==> src/rtl/vit_prbs_pkg.sv <==
// Shared PRBS definitions for the Viterbi test-frame source and its receive-side checker.
package vit_prbs_pkg;

    localparam int PRBS_MAX_W = 32;

    localparam logic [PRBS_MAX_W-1:0] PRBS_POLY_DEF = 32'h0000_6000;
    localparam logic [PRBS_MAX_W-1:0] PRBS_SEED_DEF = 32'h0000_7FFF;

    typedef enum logic {IDLE, FRAME} frm_state_t;

    // Fibonacci step: shift left, feed parity of tapped bits into bit 0, keep only w bits.
    function automatic logic [PRBS_MAX_W-1:0] prbs_next(
        input logic [PRBS_MAX_W-1:0] s,
        input logic [PRBS_MAX_W-1:0] poly,
        input int                    w
    );
        logic [PRBS_MAX_W-1:0] nxt;
        nxt = {s[PRBS_MAX_W-2:0], ^(s & poly)};
        for (int i = 0; i < PRBS_MAX_W; i++) begin
            if (i >= w) nxt[i] = 1'b0;
        end
        return nxt;
    endfunction

endpackage

==> src/rtl/vit_prbs_lfsr.sv <==
// Loadable PRBS register: load jumps to the seed already advanced once, step advances one bit.
module vit_prbs_lfsr
    import vit_prbs_pkg::*;
#(
    parameter int                    pPRBS_W    = 15,
    parameter logic [PRBS_MAX_W-1:0] pPRBS_POLY = PRBS_POLY_DEF,
    parameter logic [PRBS_MAX_W-1:0] pPRBS_SEED = PRBS_SEED_DEF
)(
    input  logic clk,
    input  logic rst_n,
    input  logic ena,
    input  logic load,
    input  logic step,
    output logic msb
);

    localparam logic [pPRBS_W-1:0] SEED      = pPRBS_W'(pPRBS_SEED);
    localparam logic [pPRBS_W-1:0] SEED_NEXT = pPRBS_W'(prbs_next(pPRBS_SEED, pPRBS_POLY, pPRBS_W));

    logic [pPRBS_W-1:0] state;
    logic [pPRBS_W-1:0] state_adv;

    assign state_adv = pPRBS_W'(prbs_next(PRBS_MAX_W'(state), pPRBS_POLY, pPRBS_W));
    assign msb       = state[pPRBS_W-1];

    always_ff @(posedge clk) begin
        if (!rst_n) begin
            state <= SEED;
        end else if (ena) begin
            if (load)      state <= SEED_NEXT;
            else if (step) state <= state_adv;
        end
    end

endmodule

==> config.mk <==
export PLATFORM = sky130hd
export DESIGN_NAME = vit_prbs_lfsr
export DESIGN_NICKNAME = d
export VERILOG_FILES = /design/src/rtl/vit_prbs_pkg.sv /design/src/rtl/vit_prbs_lfsr.sv
export SDC_FILE = /design/constraint.sdc
export NUM_CORES = 1
export LEC_CHECK = 0
export ABC_CLOCK_PERIOD_IN_PS = 1200
export BUFFER_PORTS_ARGS = -buffer_cell sky130_fd_sc_hd__buf_2
export CAP_MARGIN = 20
export CORE_UTILIZATION = 50
export DETAILED_ROUTE_END_ITERATION = 10
export PLACE_DENSITY = 0.65
export RECOVER_POWER = 50
export REMOVE_ABC_BUFFERS = 1
export SETUP_SLACK_MARGIN = 0.2
export SLEW_MARGIN = 15
export SYNTH_ARGS = -nofsm -noshare
export SYNTH_HDL_FRONTEND = slang
export SYNTH_SLANG_ARGS = --single-unit
export TNS_END_PERCENT = 5
==> constraint.sdc <==
create_clock -name clk -period 1.2 [get_ports clk]
set_input_delay 0.12 -clock clk [delete_from_list [all_inputs] [get_ports clk]]
set_output_delay 0.12 -clock clk [all_outputs]
set_load 0.02 [all_outputs]
# [Yosys cells after proc, flatten, opt, wreduce, memory -nomap -nowiden]
# Cells that the tools add are included.
[classes] mux=2 n_reduce_logical=3
[op_table] op="32-bit XOR reduction" count=1
[op_table] op="15-bit two-way mux" count=2
[op_table] op="2-bit AND reduction" count=1
[op_table] op="2-bit nonzero test" count=1
[word_totals] register_bits=15 output_inout_bits=1 word_cells=6

# [Depth between registers and ports, before layout]
[depth] word_depth=3 ltp_mapped=4 ltp_nobuf=2

# [Least setup slack after synthesis]
# No wires, ideal clock.
[synth_timing] path_type="register -> register" startpoint="register state[14]" endpoint="register state[0]" arrival_time_ps=721 t_required_ps=1072 setup_slack_ps=351 path_stages_with_launch=3 cell_sequence="dfxtp_1 -> xnor2_1 -> o221ai_2"
[synth_via] elab_chain_len=3
[synth_rtl] element="start, declared" line_no="vit_prbs_lfsr.sv:20" rtl="logic [pPRBS_W-1:0] state;"
[synth_rtl] element="start signal, assigned" line_no="vit_prbs_lfsr.sv:31" rtl="else if (step) state <= state_adv;"
[synth_rtl] element="32-bit XOR reduction" line_no="vit_prbs_pkg.sv:18" rtl="nxt = {s[PRBS_MAX_W-2:0], ^(s & poly)};"
[synth_rtl] element="15-bit two-way mux" line_no="vit_prbs_lfsr.sv:31"
[synth_rtl] element="15-bit two-way mux" line_no="vit_prbs_lfsr.sv:30" rtl="if (load) state <= SEED_NEXT;"
# Every way passes these cells. The select of a mux whose other input is x is not followed.
# A chain may end at the register's enable or synchronous reset.

# [Worst setup path in the final report]
[layout_timing] startpoint="register state[14]" endpoint="output msb"
[layout_rtl] element="end, declared" line_no="vit_prbs_lfsr.sv:14" rtl="output logic msb"
# No word-level cell between the ends.

==> summary.md <==
| Metric | Value |
|---|---|
| Outcome | finished clean |
| Synthesized cell area | between 700 and 800 sq um |
| Leading cell type by number of instances after synthesis | dfxtp_1 |
| Slowest cell on the critical path | dfxtp_1 |
| Final Cell Area | roughly 760 sq um |
| First drt pass iteration count | 3 |
| Root Driver | clkbuf_4 |
| Top cells by area, synth | dfxtp_1 (41%), mux2i_1 (19%), nor3b_1 (14%) |
| Sink Count | 15 |
| Total setup buffers inserted after CTS | 0 |
| Ant diodes | 0 |
| Comb power frac | 0.090 |
| Yosys top cell by area | dfxtp_1 |
| Chip height | ~40 microns |
| Largest net degree at the start of global routing | 30 |
| Crit path buf inv count | 1 |
| Synthesized area per cell | about 11 sq um |
| Slew HR | 0.7700 |
| Initial Utilization | 0.5508 |
| Worst setup SP type | flip-flop |
| Vias per cell | between 5 and 6 |
| Max cap viols | 0 |
| Crit end category | output port |
| Global route total overflow | 0 |
| Worst-Margin Slew | 345.0 ps |
| Placed cell area | around 730 sq um |
| F_max | approximately 1.1 GHz |
| Fin. Hold Viols | 0 |
| GPL Wtd Cong | roughly 0.61 |
| TritonCTS clock tree | done |
| GRT Util Overall | 0.1485 |
| CORE AREA | approximately 1300 sq um |
| Die Span X | between 40 and 50 microns |
| Min-Delay Path Class | input pin to flip-flop |
| DP HPWL | 628.9 microns |
| IO Count | 6 |
| Int Power | 0.6684 mW |
| WHS | around 160 ps |
| Number of global-route vias before repair | approximately 330 |
| Slowest stage delay, CP | around 360 ps |
| Max IR drop VDD | between 0.0006 and 0.0007 V |
| DRT antenna net count | 0 |
| Final WL | roughly 990 microns |
| Largest Register | state |
| Setup Viol. Count Final | 0 |
| Slew Viols, Final | 0 |
| Top-area cell type share of the netlist area | 0.4138 |
| WL per Instance | roughly 11 microns |
| Tmin final | roughly 930 ps |
| Reg-to-reg setup timing slack | about 440 ps |
| Fin crit share | 0.7753 |
| CP arrival | 810 ps |
| Post-CTS sizing | 0 |
| Crit-path leading delay family | flip-flops |
| Total power | roughly 0.86 mW |
| Detailed-route DRC error count | 0 |
| Commonest cells in the synthesized netlist | dfxtp_1 (15), mux2i_1 (14), nor2b_1 (14), nor3b_1 (14), buf_2 (3) |
| Vias | between 400 and 500 |
| I/O Buffers | 5 |
| Top flop regs | state (15) |
| Setup_tns | 0 ps |
| Static Leak | between 0.2 and 0.3 nW |
| RSZ-0062 raised after global routing | no |
| Fin nets | about 80 |
| Reg power frac | 0.587 |
| CP Data Required Time | about 1100 ps |
| Sequential share of the synthesized area | 0.4138 |
| Net Sw Power | roughly 0.19 mW |
| CTS H-Tree Depth | 1 |
| Clock Skew | 6.406 ps |
| Number of synthesized flops with an enable pin | 0 |
| Ys flop type | dfxtp_1 |
| Clock Latency Late Sink | 280 ps |
| Cell Rows | 13 |
| Flops & latches, synth | 15 |
| Maximum clock path buffer count | 2 |
| CP Class | flip-flop to output port |
| Die Area | 1608 sq um |
| CP Max Fanout | 3 |
| Power per cell area | 1127 nW/um^2 |
| Initial DRC count | 2 |
| First-pass GRT wire length | ~1500 microns |
| Warnings from Yosys | 0 |
| Synthesized instance count | 68 |
| CTS clock-pin slew for the worst setup and hold paths | 90 ps |
| Clock Power Share | 0.323 |
| Sw frac | 0.2203 |
| Hold-fix buffers, CTS | 0 |
| Largest register FFs | 15 |
| Distinct cell type count of the synthesized netlist | 13 |
| Layout area overhead | 4.828% |
| Initial antenna violation count | 0 |
| CP Cell Sequence | buf_2 |
| Share of post-route cells with drive strength above 1 | 0.1507 |
| Num CTS Buffers | 3 |
| Post-synth ARST share | 0 |
## power groups by stage
| stage | clock network (mW) | registers (mW) | logic [mW] |
|---|---|---|---|
| 3_5_place_dp | 0 | 0.515 | 0.0784 |
| 5_1_grt | 0.321 | 0.504 | 0.0829 |
| 2_1_floorplan | 0 | 0.514 | 0.0453 |
| 4_1_cts | 0.293 | 0.503 | 0.0786 |
| 6_report | 0.277 | 0.503 | 0.0773 |
| 3_3_place_gp | 0 | 0.515 | 0.0779 |
## path summary, 6_finish.rpt
check,end,cells past startpoint,start
setup reg to reg,state[0],2,state[13]
hold reg to reg,state[11],2,state[11]
setup / recovery,msb,1,state[14]
hold / removal,state[0],3,step
## cell usage in the layout, fill, tap and decap left out
master,instances
buf_4,2
mux2i_1,14
nand3b_1,1
dfxtp_1,15
xnor2_1,1
o221ai_2,1
nor3b_1,14
clkbuf_1,1
clkbuf_4,3
nor2b_1,14
o21a_1,1
buf_2,5
inv_1,1
## kinds of logic after synthesis
kind of cell	count (synthesis)	synth area share
compound gates	2	0.03103
xor+xnor	1	0.01207
mux	14	0.1931
flops	15	0.4138
buf+inv	7	0.07412
simple gates	29	0.2759
## layout make-up
type	count	area (sq um)
multi-input cells	46	371.6
well taps	15	18.77
inverters	1	3.754
repair buffers	7	40.04
clock buffers	4	26.28
flip-flops and latches	15	300.3
fillers	122	556.8
## layer usage
layer,GRT usage,vias to the layer above,wire [microns]
li1,-,243,-
met1,0.1973,204,534
met4,0.07759,0,5
met3,0.08333,2,32
met5,0,-,0
met2,0.1855,5,421
## through the flow
stage          cells  utilization  setup WS (ps)
6_report          88       0.5774          269.6
5_1_grt           88       0.5774          201.7
4_1_cts           88       0.5774          250.8
3_5_place_dp      84       0.5575          281.5
3_3_place_gp      84       0.5575          310.1
2_1_floorplan     62            -          223.6
(Power assumes the default switching activity.)
